==> src/rtl/uart_tx_frame.sv <==
// uart_tx_frame: UART transmitter, start / data LSB-first / [parity] / stop.
// Define UART_TX_PARITY_EN to insert the parity bit (polarity PARITY_ODD).
module uart_tx_frame #(
    parameter int CLKS_PER_BIT = 234,
    parameter int DATA_BITS    = 8,
    parameter int STOP_BITS    = 1,
    parameter int PARITY_ODD   = 0
) (
    input  logic                 clk,
    input  logic                 rst_n,
    input  logic                 in_valid,
    input  logic [DATA_BITS-1:0] in_data,
    output logic                 in_ready,
    output logic                 tx,
    output logic                 busy,
    output logic                 tx_done
);
    localparam int CW = $clog2(CLKS_PER_BIT);
    localparam int IW = $clog2(DATA_BITS);
    localparam logic [CW-1:0] CNT_MAX = CW'(CLKS_PER_BIT - 1);
    localparam logic [IW-1:0] IDX_MAX = IW'(DATA_BITS - 1);
    localparam logic          STP_MAX = 1'(STOP_BITS - 1);

    if (CLKS_PER_BIT < 2) begin : g_bad_cpb
        $error("CLKS_PER_BIT must be >= 2");
    end
    if (DATA_BITS < 5 || DATA_BITS > 9) begin : g_bad_db
        $error("DATA_BITS must be 5..9");
    end
    if (STOP_BITS != 1 && STOP_BITS != 2) begin : g_bad_sb
        $error("STOP_BITS must be 1 or 2");
    end
    if (PARITY_ODD != 0 && PARITY_ODD != 1) begin : g_bad_par
        $error("PARITY_ODD must be 0 or 1");
    end

`ifdef UART_TX_PARITY_EN
    typedef enum logic [2:0] {
        IDLE, START, DATA, PARITY, STOP
    } state_t;
`else
    typedef enum logic [2:0] {
        IDLE, START, DATA, STOP
    } state_t;
`endif

    state_t               state;
    logic [CW-1:0]        cnt;
    logic [IW-1:0]        idx;
    logic                 stp;
    logic [DATA_BITS-1:0] shreg;
    logic                 tick;
`ifdef UART_TX_PARITY_EN
    logic                 par;
`endif

    assign tick     = (cnt == CNT_MAX);
    assign in_ready = (state == IDLE);
    assign busy     = (state != IDLE);

    always_ff @(posedge clk or negedge rst_n) begin
        if (!rst_n) begin
            state   <= IDLE;
            tx      <= 1'b1;
            tx_done <= 1'b0;
            cnt     <= '0;
            idx     <= '0;
            stp     <= 1'b0;
            shreg   <= '0;
`ifdef UART_TX_PARITY_EN
            par     <= 1'b0;
`endif
        end else begin
            tx_done <= 1'b0;
            if (state != IDLE) begin
                cnt <= tick ? '0 : cnt + 1'b1;
            end
            case (state)
                IDLE: begin
                    tx <= 1'b1;
                    if (in_valid) begin
                        shreg <= in_data;
                        cnt   <= '0;
                        idx   <= '0;
                        stp   <= 1'b0;
                        state <= START;
                        tx    <= 1'b0;
`ifdef UART_TX_PARITY_EN
                        par   <= (^in_data) ^ (PARITY_ODD != 0);
`endif
                    end
                end
                START: begin
                    if (tick) begin
                        state <= DATA;
                        idx   <= '0;
                        tx    <= shreg[0];
                    end
                end
                DATA: begin
                    if (tick) begin
                        shreg <= shreg >> 1;
                        if (idx == IDX_MAX) begin
`ifdef UART_TX_PARITY_EN
                            state <= PARITY;
                            tx    <= par;
`else
                            state <= STOP;
                            stp   <= 1'b0;
                            tx    <= 1'b1;
`endif
                        end else begin
                            idx <= idx + 1'b1;
                            tx  <= shreg[1];
                        end
                    end
                end
`ifdef UART_TX_PARITY_EN
                PARITY: begin
                    if (tick) begin
                        state <= STOP;
                        stp   <= 1'b0;
                        tx    <= 1'b1;
                    end
                end
`endif
                STOP: begin
                    tx <= 1'b1;
                    if (tick) begin
                        if (stp == STP_MAX) begin
                            state   <= IDLE;
                            tx_done <= 1'b1;
                        end else begin
                            stp <= stp + 1'b1;
                        end
                    end
                end
                default: begin
                    state <= IDLE;
                    tx    <= 1'b1;
                end
            endcase
        end
    end
endmodule
==> config.mk <==
export PLATFORM = sky130hd
export DESIGN_NAME = uart_tx_frame
export DESIGN_NICKNAME = d
export VERILOG_FILES = /design/src/rtl/uart_tx_frame.sv
export SDC_FILE = /design/constraint.sdc
export NUM_CORES = 1
export LEC_CHECK = 0
export BUFFER_PORTS_ARGS = -buffer_cell sky130_fd_sc_hd__buf_4
export CORE_ASPECT_RATIO = 0.6
export CORE_UTILIZATION = 30
export DETAILED_ROUTE_END_ITERATION = 8
export PLACE_DENSITY = 0.48
export SETUP_SLACK_MARGIN = 0.1
export SYNTH_ARGS = -nofsm -noshare
export SYNTH_HDL_FRONTEND = slang
export SYNTH_SLANG_ARGS = --single-unit
==> constraint.sdc <==
create_clock -name clk -period 2.4 [get_ports clk]
set_clock_uncertainty 0.1 [all_clocks]
set_input_delay 0.48 -clock clk [delete_from_list [all_inputs] [get_ports clk]]
set_output_delay 0.48 -clock clk [all_outputs]
set_load 0.01 [all_outputs]
# == Word level (Yosys, flattened, before mapping) ==
# Cells that the tools add are included.
# word_totals
out_inout_bits,4
regBits,25
wordCells,65
inputBits,11
# classes
n_mux,33
eq_ne,12
add_sub_neg,3
n_reduce_logical,10
# op_table
op,count
8-bit two-way mux,6
3-bit two-way mux,10
8-bit case mux with 2 select lines,1
2-bit inequality test (second input constant),7
1-bit two-way mux,12
3-bit case mux with 4 select lines,1
5-bit AND reduction,2
3-bit case mux with 3 select lines,1
3-bit nonzero test,3
8-bit by 1-bit adder with 8-bit output (second input constant),1
8-bit equality test (second input constant),1
3-bit by 2-bit equality test with 1-bit output (second input constant),2
1-bit case mux with 3 select lines,2
6-bit AND reduction,1
3-bit by 1-bit adder with 3-bit output (second input constant),1
3-bit by 1-bit equality test with 1-bit output (second input constant),1
3-bit equality test (second input constant),1
3-bit logical NOT,1
3-bit AND reduction,1
2-bit AND reduction,1
2-bit nonzero test,1
1-bit adder (second input constant),1

# == Longest topological paths before layout ==
# Gate-level depths: netlist of the first run.
# depth
word_depth,5
mapped_depth,8
ltp_nobuf,6

# == Least setup slack after synthesis of the first run ==
# No wires, ideal clock.
# synth_path
path_kind,flip-flop to flip-flop
start,reg state[0]
end,reg idx[0]
path_stages_with_launch,9
n_path_buf,2
synth_period_minus_slack_ns,1.993
required_time_ns,2.174
arrival_time_ns,1.767
setup_slack_ns,0.407
setup_time_ns,0.126
cell_sequence,dfrtp_1 > inv_1 > ha_1 > buf_2 > nand2b_1 > clkbuf_2 > o311ai_0 > a21o_1 > a221o_1
# synth_via
elab_chain_cells,3
word_cells_on_any_way,10
cone_classes,6 x eq/ne; 1 x mux; 3 x reduce/logical
# synth_rtl
item,line_no,rtl
"start, declared",47,state_t state;
"start signal, assigned",63,state <= IDLE;
"start signal, assigned",86,state <= START;
"start signal, assigned",95,state <= DATA;
3-bit logical NOT (*),n/a,
via in_ready,13,"output logic in_ready,"
2-bit inequality test (no source line) / 3-bit nonzero test (equally long branches),n/a,
5-bit AND reduction (no source line),n/a,
"end signal, assigned",113,idx <= idx + 1'b1;
"end, declared",49,logic [IW-1:0] idx;
# The timed path passes the listed nets; every way through them passes the cells marked *.
# A chain may end at the register's enable or synchronous reset.

# == Final worst setup path of the first run ==
# layout_path
start,reg state[0]
end,out busy
# layout_via
elab_chain_cells,1
# layout_rtl
item,line_no,rtl
3-bit nonzero test,59,assign busy = (state != IDLE);
"end, declared",15,"output logic busy,"
# Every way passes these cells.

==> results by group, run 1 <==
Route
  – Vias: 979
  – Via/cell ratio: 4.87
  – DR WL/cell: 14.3 µm
  – Final ANT Viol Nets: 0
  – DRT Pass-1 Iters: 4
  – Initial drt markers: 35
  – Final wirelength: 2870 µm
  – Detailed-route DRC error count: 0

GRT
  – GRT Overall Usage: 0.148
  – Initial antenna violation count: 0
  – Remaining Overflow, GRT: 0
  – Largest net degree at the start of global routing: 24
  – Routing usage on met1: 0.201
  – Global-route wire length before repair: 4980 µm
  – Number of global-route vias before repair: 1014
  – Busiest grt layer: met2
  – Met3 GRT Util: 0.0421
  – Met2 Usage GRT: 0.236

Clock tree
  – CTS tree: done
  – Clock transition at path regs: 0.08 ns
  – H-tree depth: 1
  – Post-CTS setup buffers: 0
  – Num CTS Buffers: 3
  – CTS sink cnt: 23
  – Clock tree buffer depth: 2
  – CTS Hold Buffers Added: 0
  – Clock root buffer: clkbuf_8
  – Clock Latency Late Sink: 0.26 ns

Pwr
  – Int Pwr: 1.03 mW
  – Maximum vdd drop: 0.393 mV
  – P_sw: 0.651 mW
  – Clock share of power: 0.146
  – Comb power frac: 0.469
  – Seq pwr share: 0.385
  – Total chip power: 1.68 mW
  – Sw Share: 0.387
  – Static leakage: 0.666 nW
  – Pwr dens: 1100 nW/µm²

Worst setup path
  – Arr. time, crit path: 1.49 ns
  – Max FO, Critical Path: 11
  – Crit Reg-Reg Endpoint: shreg[2]
  – Worst-case reg-to-reg path depth: 6
  – Slowest cell on the critical path: dfrtp_1
  – CP peak stage delay: 0.43 ns
  – Crit. End Element: primary output
  – WS Path Type: flop to primary output
  – Worst path most repeated cell: inv_1
  – CP bufs+invs: 3
  – Req. time, crit path: 1.82 ns
  – Reg-to-reg slack, setup: 0.37 ns
  – Critical path's top delay family: buffers and inverters
  – Crit-path cells: inv_1, ha_2, inv_1, buf_4
  – Crit path launch type: flop
  – Critical R2R Launch: state[0]

Floorplanning
  – CORE AREA: 4140 µm²
  – Num ports: 15
  – Total Die Area: 4640 µm²
  – Row count: 18
  – Die width: 87.3 µm
  – Initial Utilization: 0.316
  – Die Span Y: 53.2 µm

Synth
  – Area share of and/or/nand/nor cells after synthesis: 0.200
  – Dominant cell type by area after synthesis: dfrtp_1
  – Top cell type's share of synthesized area: 0.420
  – Synth Instances: 126
  – Top area cells in the synthesized netlist: dfrtp_1 (42%), ha_1 (8.6%), o221a_2 (6.9%)
  – Ys flop type: dfrtp_1
  – Seq/Total Area, Yosys: 0.440
  – #FFs+latches synth: 23
  – Syn Std Cell Area: 1310 µm²
  – Synth Area in Compound Gates: 0.199
  – Synth cell types: 37
  – Synth Area in XOR/XNOR: 0.0134
  – Net Count, Synth: 146
  – Number of synthesis warnings: 0
  – Post-Synth Adder-Cell Area: 0.0860
  – Multiplexer area fraction after synthesis: 0.0172
  – Ys async rst share: 1.00
  – Number of synthesized flops with an enable pin: 0
  – Main combinational cell family by area after synthesis: simple AND/OR/NAND/NOR gates
  – Syn_area_per_cell: 10.4 µm²

Timing
  – Slew HR: 0.675
  – Slew Limit Fails: 0
  – Unrepaired setup endpoints after global routing: false
  – Tcrit/Tclk final: 0.862
  – Final min period: 2.07 ns
  – Min Hold Slack: -0.00567 ns
  – Final count of hold timing violations: 10
  – Finish-stage setup viols: 0
  – Setup TNS: 0 ns
  – Fmax: 483 MHz
  – Worst Max-Slew Pin Slew: 0.482 ns

Final layout
  – Nets: 162
  – Most common cell after layout, fill and taps aside: dfrtp_1
  – Register area: 577 µm²
  – Most frequent cells in the layout: dfrtp_1 (22), buf_4 (16), nand2b_1 (9), o21ai_0 (9), o221a_2 (8)
  – P&R area growth vs syn: 16.5%
  – Design Area, Final: 1530 µm²
  – Ant diodes: 0
  – Fillers: 437
  – Final core area utilization: 0.368
  – Area occupied by multi-input gates: 682 µm²
  – Layout cells sized above 1: 0.248

Placed design
  – Gpl congestion: 0.763
  – Post-DP Area: 1470 µm²
  – IO buf count: 14
  – Hpwl dp: 2150 µm

Min path
  – Tightest Hold Check Type: input port to async pin

Outcome
  – Status: complete, but fails checks
  – Failing checks: hold timing

Flow run
  – Max_cap viols: 0
power groups by stage:
stage | sequential, mW | combinational [mW] | clock [mW]
CTS | 0.646 | 0.782 | 0.257
global placement | 0.655 | 0.760 | 0
finish | 0.648 | 0.789 | 0.246
global route | 0.672 | 0.891 | 0.270
floorplan | 0.614 | 0.601 | 0
detailed placement | 0.652 | 0.779 | 0
metal layers:
| metal | vias to the layer above | wire [µm] |
|---|---|---|
| met3 | 2 | 82 |
| met1 | 474 | 1600 |
| met5 | - | 0 |
| li1 | 490 | - |
| met2 | 13 | 1180 |
| met4 | 0 | 13 |
registers in the layout, indices dropped and copies added (netlist names):
name / count
idx: 3
cnt: 8
shreg: 8
state: 2
tx_done: 1
tx: 1
synthesized netlist by cell type, drive strengths merged, types with 3 or more instances:
| cell | instances |
|---|---|
| dfrtp | 22 |
| nand2 | 6 |
| nand3 | 6 |
| o221a | 8 |
| a221o | 3 |
| and2 | 4 |
| o21ai | 9 |
| inv | 7 |
| nor2 | 5 |
| ha | 9 |
| buf | 3 |
| nand2b | 9 |
| a21oi | 5 |
| and3 | 4 |
area by class of cell:
class,instances,area share
timing repair buffer,16,0.0787
clock buffer,3,0.0270
clock inverter,1,0.00328
multi-input combinational,91,0.447
inverter,7,0.0172
tap,60,0.0492
sequential,23,0.378
metrics by stage:
stage	instances	worst slack (ns)	hold slack, ns
final	201	0.330	-0.00567
after global routing	201	0.189	0.00957
after CTS	201	0.158	0.00509
after detailed placement	197	0.184	0.300
after global placement	197	0.245	0.300
after floorplan	126	0.407	0.0844
cells by family after synthesis:
kind of cell | after synthesis
mux | 2
flops | 23
fa+ha+maj | 9
buf+inv | 12
simple gates | 44
compound gates | 34
xor+xnor | 2
how the worst max path moves through the flow:
stage | startpoint | to | slack [ns] | cells after the start
after CTS | state[0] | busy | 0.16 | 4
after detailed placement | state[0] | shreg[2] | 0.18 | 6
after global routing | state[0] | idx[1] | 0.19 | 5
after global placement | state[0] | shreg[1] | 0.24 | 6
after floorplan | state[0] | idx[0] | 0.41 | 8
final | state[0] | busy | 0.33 | 4
repair_timing:
action / CTS / global route
endpoints found under the setup margin: 0 / 11
hold endpoints to repair: 0 / 0
resized for setup: 0 / 3
Note: power is estimated with default switching activity, not from simulation.
==> run 2, diff against run 1 <==
RECOVER_POWER = 50   (was unset)
==> results by group, run 2 (same netlist as run 1, synthesis figures left out) <==
Route
  – Via/cell ratio: 4.87 (-0.10%)
  – DRT Pass-1 Iters: 4 (unchanged)
  – Detailed-route DRC error count: 0 (unchanged)
  – Final ANT Viol Nets: 0 (unchanged)
  – Final wirelength: 2870 µm (about the same)
  – Initial drt markers: 35 (unchanged)
  – DR WL/cell: 14.3 µm (about the same)
  – Vias: 978 (-0.10%)

Floorplanning
  – Total Die Area: 4640 µm² (unchanged)
  – Die width: 87.3 µm (unchanged)
  – CORE AREA: 4140 µm² (unchanged)
  – Initial Utilization: 0.316 (unchanged)
  – Row count: 18 (unchanged)
  – Num ports: 15 (unchanged)
  – Die Span Y: 53.2 µm (unchanged)

Clock tree
  – Clock transition at path regs: 0.08 ns (about the same)
  – Num CTS Buffers: 3 (unchanged)
  – Post-CTS setup buffers: 0 (unchanged)
  – CTS tree: done
  – Clock root buffer: clkbuf_8
  – CTS Hold Buffers Added: 0 (unchanged)
  – H-tree depth: 1 (unchanged)
  – Cts repair resizes: 0 (unchanged)
  – Clock tree buffer depth: 2 (unchanged)
  – CTS sink cnt: 23 (unchanged)
  – Clock Latency Late Sink: 0.26 ns (about the same)

Worst setup path
  – Crit. End Element: primary output
  – CP peak stage delay: 0.43 ns (about the same)
  – WS Path Type: flop to primary output
  – Slowest cell on the critical path: dfrtp_1
  – Crit-path cells: inv_1, ha_2, inv_1, buf_4
  – Req. time, crit path: 1.82 ns (about the same)
  – Arr. time, crit path: 1.49 ns (about the same)
  – Critical R2R Launch: state[0]
  – Worst-case reg-to-reg path depth: 6 (unchanged)
  – CP startpoint: state[0]
  – Max FO, Critical Path: 11 (unchanged)
  – Crit path launch type: flop
  – Worst path most repeated cell: inv_1

Timing
  – Unrepaired setup endpoints after global routing: false
  – Slew Limit Fails: 0 (unchanged)
  – Worst Max-Slew Pin Slew: 1.27 ns (+0.790 ns)
  – Final count of hold timing violations: 0 (-10)
  – Fmax: 483 MHz (unchanged)
  – Finish-stage setup viols: 0 (unchanged)
  – Slew HR: 0.152 (-0.522)
  – Setup TNS: 0 ns (unchanged)
  – Tcrit/Tclk final: 0.862 (about the same)
  – Final worst setup slack: 0.330 ns (-0.00000100 ns)
  – Final min period: 2.07 ns (+0.00000100 ns)

Placed design
  – IO buf count: 14 (unchanged)
  – Gpl congestion: 0.763 (unchanged)
  – Post-DP Area: 1470 µm² (unchanged)
  – Hpwl dp: 2150 µm (unchanged)
  – Pre-CTS WS: 0.184 ns (unchanged)

GRT
  – GRT Overall Usage: 0.148 (unchanged)
  – Largest net degree at the start of global routing: 24 (unchanged)
  – Initial antenna violation count: 0 (unchanged)
  – Number of global-route vias before repair: 1014 (unchanged)
  – Remaining Overflow, GRT: 0 (unchanged)
  – Global-route wire length before repair: 4980 µm (unchanged)

Final layout
  – Top Registers: cnt: 8 flops, shreg: 8 flops, idx: 3 flops
  – Most frequent cells in the layout: dfrtp_1 (22), buf_4 (13), nand2b_1 (9), o21ai_0 (9), o221a_2 (8)
  – Nets: 162 (unchanged)
  – Ant diodes: 0 (unchanged)
  – Final core area utilization: 0.366 (-0.00272)
  – Most common cell after layout, fill and taps aside: dfrtp_1
  – Design Area, Final: 1520 µm² (-0.74%)
  – Layout cells sized above 1: 0.227 (-0.0213)
  – P&R area growth vs syn: 15.7%

Flow run
  – Max_cap viols: 0 (unchanged)

Pwr
  – Static leakage: 0.655 nW (-1.7%)
  – Maximum vdd drop: 0.393 mV (-0.12%)
  – Pwr dens: 1110 nW/µm² (+0.26%)

Min path
  – Tightest Hold Check Type: input port to async pin

Outcome
  – Status: completed
==> run 2: cell count changes in the layout (fill, tap and decap cells not counted), sizes merged <==
| cell | delta |
|---|---|
| buf | -3 |
| clkbuf | +3 |
==> run 2: power breakdown <==
part	internal [mW]	leakage [nW]	switching (mW)
registers	0.528	0.283	0.119
logic	0.379	0.346	0.402
clock network	0.116	0.0255	0.130
==> run 2: routing by layer <==
metal / GRT usage / up-vias / routed length [µm]
met5: 0 / - / 0
met4: 0.0246 / 0 / 13
met3: 0.0421 / 2 / 82
met2: 0.236 / 13 / 1180
met1: 0.201 / 473 / 1600
li1: - / 490 / -
==> run 2: layout make-up <==
| type | instances | area (µm²) |
|---|---|---|
| flip-flops and latches | 23 | 577 |
| multi-input cells | 91 | 682 |
| inverters | 7 | 26.3 |
| fillers | 438 | 2630 |
| clock buffers | 3 | 41.3 |
| well taps | 60 | 75.1 |
| clock inverters | 1 | 5.00 |
| repair buffers | 16 | 109 |
==> run 2: final timing paths <==
path	end	slack (ns)
min in group clk	shreg[5]	0.39
max in group asynchronous	shreg[1]	1.09
worst min register to register	cnt[5]	0.44
worst max register to register	shreg[2]	0.37
worst max-delay path	busy	0.33
worst min-delay path	cnt[4]	0.37
==> run 2: critical path, delay by kind of cell (launching register included) <==
| kind | cells | cell delay (ns) |
|---|---|---|
| adders and majority gates | 1 | 0.33 |
| buffers and inverters | 3 | 0.46 |
| DFF | 1 | 0.43 |
==> run 2: per-stage QoR <==
step,std cells,total power [mW],hold slack [ns]
after floorplan,126,1.21,0.0844
after global placement,197,1.41,0.300
after detailed placement,197,1.43,0.300
after CTS,201,1.68,0.00509
after global routing,201,1.83,0.379
final,201,1.67,0.365
==> run 3, diff against run 2 <==
ABC_AREA = 1   (was unset)
PLACE_DENSITY = 0.47   (was 0.48)
==> results by group, run 3 <==
Outcome
  – Status: completed

Clock tree
  – CTS sink cnt: 23 (unchanged)
  – Clock tree buffer depth: 2 (unchanged)
  – Cts repair resizes: 0 (unchanged)
  – Post-CTS setup buffers: 0 (unchanged)
  – CTS tree: done
  – Num CTS Buffers: 3 (unchanged)
  – Clock root buffer: clkbuf_8
  – H-tree depth: 1 (unchanged)
  – CTS Hold Buffers Added: 0 (unchanged)
  – Clock Latency Late Sink: 0.26 ns (about the same)
  – Clock transition at path regs: 0.08 ns (about the same)

Worst setup path
  – WS Path Type: flop to primary output
  – Slowest cell on the critical path: dfrtp_1
  – Crit Reg-Reg Endpoint: shreg[1]
  – Crit path launch type: flop
  – Worst-case reg-to-reg path depth: 7 (+1)
  – CP peak stage delay: 0.43 ns (about the same)
  – Max FO, Critical Path: 6 (-5)
  – Worst path most repeated cell: inv_1
  – Crit-path cells: inv_1, ha_1, inv_1, buf_4
  – Reg-to-reg slack, setup: 0.46 ns (+0.09 ns)
  – Req. time, crit path: 1.82 ns (about the same)
  – Crit. End Element: primary output
  – Arr. time, crit path: 1.44 ns (-0.05 ns)
  – Critical R2R Launch: state[0]

Placed design
  – Post-DP Area: 1540 µm² (+4.5%)
  – IO buf count: 14 (unchanged)
  – Hpwl dp: 2320 µm (+8.1%)
  – Gpl congestion: 0.829 (+8.7%)
  – Placed cell count: 254 (+29%)

Synth
  – Count leader, synth: nand2_1
  – Number of synthesis warnings: 0 (unchanged)
  – Number of synthesized flops with an enable pin: 0 (unchanged)
  – Top cell type's share of synthesized area: 0.400 (-0.0206)
  – Net Count, Synth: 202 (+38%)
  – Seq/Total Area, Yosys: 0.419 (-0.0216)
  – Ys async rst share: 1.00 (unchanged)
  – Syn_area_per_cell: 7.57 µm² (-27%)
  – Post-synth top cells: nand2_1 (76), dfrtp_1 (22), nand3_1 (19), inv_1 (17), ha_1 (9)
  – Dominant cell type by area after synthesis: dfrtp_1
  – Ys flop type: dfrtp_1
  – #FFs+latches synth: 23 (unchanged)
  – Top area cells in the synthesized netlist: dfrtp_1 (40%), nand2_1 (21%), ha_1 (8.2%)
  – Synth Instances: 182 (+44%)
  – Syn Std Cell Area: 1380 µm² (+5.2%)
  – Synth cell types: 22 (-41%)

Min path
  – Tightest Hold Check Type: input port to async pin

Floorplanning
  – Num ports: 15 (unchanged)
  – Row count: 18 (unchanged)
  – Total Die Area: 4880 µm² (+5.0%)
  – CORE AREA: 4260 µm² (+2.7%)
  – Die Span Y: 54.5 µm (+2.5%)
  – Initial Utilization: 0.324 (+0.00751)
  – Die width: 89.5 µm (+2.5%)

Route
  – Via/cell ratio: 4.38 (-10%)
  – Detailed-route DRC error count: 0 (unchanged)
  – Final wirelength: 3090 µm (+7.4%)
  – Vias: 1130 (+16%)
  – DR WL/cell: 12.0 µm (-16%)
  – Final ANT Viol Nets: 0 (unchanged)
  – DRT Pass-1 Iters: 4 (unchanged)
  – Initial drt markers: 49 (+40%)

Final layout
  – P&R area growth vs syn: 14.3%
  – Final Non-Filler Cells: 258 (+28%)
  – Final core area utilization: 0.370 (+0.00414)
  – Layout cells sized above 1: 0.146 (-0.0805)
  – Design Area, Final: 1570 µm² (+3.9%)
  – Most frequent cells in the layout: nand2_1 (76), dfrtp_1 (22), nand3_1 (19)
  – Most common cell after layout, fill and taps aside: nand2_1
  – Ant diodes: 0 (unchanged)
  – Top Registers: cnt: 8 flops, shreg: 8 flops, idx: 3 flops
  – Nets: 219 (+35%)

GRT
  – Number of global-route vias before repair: 1020 (+0.59%)
  – Remaining Overflow, GRT: 0 (unchanged)
  – Initial antenna violation count: 0 (unchanged)
  – GRT Overall Usage: 0.145 (-0.00277)
  – Global-route wire length before repair: 5060 µm (+1.5%)
  – Largest net degree at the start of global routing: 24 (unchanged)

Timing
  – Slew HR: 0.162 (+0.00993)
  – Tcrit/Tclk final: 0.840 (-0.0227)
  – Slew Limit Fails: 0 (unchanged)
  – Final min period: 2.02 ns (-0.0545 ns)
  – Finish-stage setup viols: 0 (unchanged)
  – Unrepaired setup endpoints after global routing: false
  – Setup TNS: 0 ns (unchanged)
  – Fmax: 496 MHz (+2.7%)
  – Final count of hold timing violations: 0 (unchanged)
  – Worst Max-Slew Pin Slew: 1.26 ns (-0.0149 ns)

Flow run
  – Max_cap viols: 0 (unchanged)

Pwr
  – Static leakage: 0.857 nW (+31%)
  – Maximum vdd drop: 0.476 mV (+21%)
  – Total chip power: 1.84 mW (+10%)
  – Pwr dens: 1170 nW/µm² (+5.9%)
run 3: changes by cell type in the layout (fill, tap and decap cells not counted), moves of 3 or more:
cell,delta
inv_1,+10
and2_1,-4
o221a_2,-8
a21oi_1,-4
nand2_1,+70
nor2_1,+4
and3_1,-4
nand3_1,+13
a221o_1,-3
nand2b_1,-9
nand2_4,+4
run 3: worst max-delay path by stage:
stage,from,endpoint,slack (ns),cells past startpoint
finish,state[0],busy,0.38,4
CTS,state[0],busy,0.35,4
global placement,state[0],shreg[7],0.54,7
floorplan,state[0],shreg[0],0.80,8
detailed placement,state[0],shreg[1],0.47,7
global route,state[0],busy,0.25,4
run 3: kinds of logic (layout without fill, tap and decap cells):
logic type | count (synthesis) | count (layout) | synth area share
simple gates | 114 | 114 | 0.366
flops | 23 | 23 | 0.419
buf+inv | 21 | 37 | 0.0654
compound gates | 13 | 13 | 0.0554
fa+ha+maj | 9 | 9 | 0.0817
xor+xnor | 2 | 2 | 0.0127
run 3: area by class of cell:
type | count | area (µm²)
Fill cell | 442 | 2680
Sequential cell | 23 | 577
Clock buffer | 4 | 45.0
Multi-Input combinational cell | 138 | 708
Tap cell | 60 | 75.1
Inverter | 19 | 71.3
Timing Repair Buffer | 14 | 97.6
run 3: worst max-delay path, delay by kind of cell (launching register included):
kind	cells	cell delay [ns]
flip-flops	1	0.43
buffers and inverters	3	0.38
adder cells (fa/ha/maj)	1	0.35
run 3: stage by stage:
stage / setup WS, ns / hold slack (ns)
after global routing: 0.246 / 0.410
final: 0.385 / 0.360
after global placement: 0.538 / 0.298
after floorplan: 0.803 / 0.0844
after CTS: 0.352 / 0.00343
after detailed placement: 0.472 / 0.297
run 3: routing by layer:
layer	routed length (µm)	part of all wire	up-vias	track usage
li1	-	-	605	-
met1	1740	0.56	510	0.223
met2	1210	0.39	11	0.188
met3	108	0.035	4	0.0452
met4	21	0.0068	0	0.0397
met5	0	0	-	0
run 3: power by group:
group	switching [mW]	internal, mW
registers	0.120	0.535
clock network	0.125	0.119
logic	0.614	0.330
total	0.859	0.983
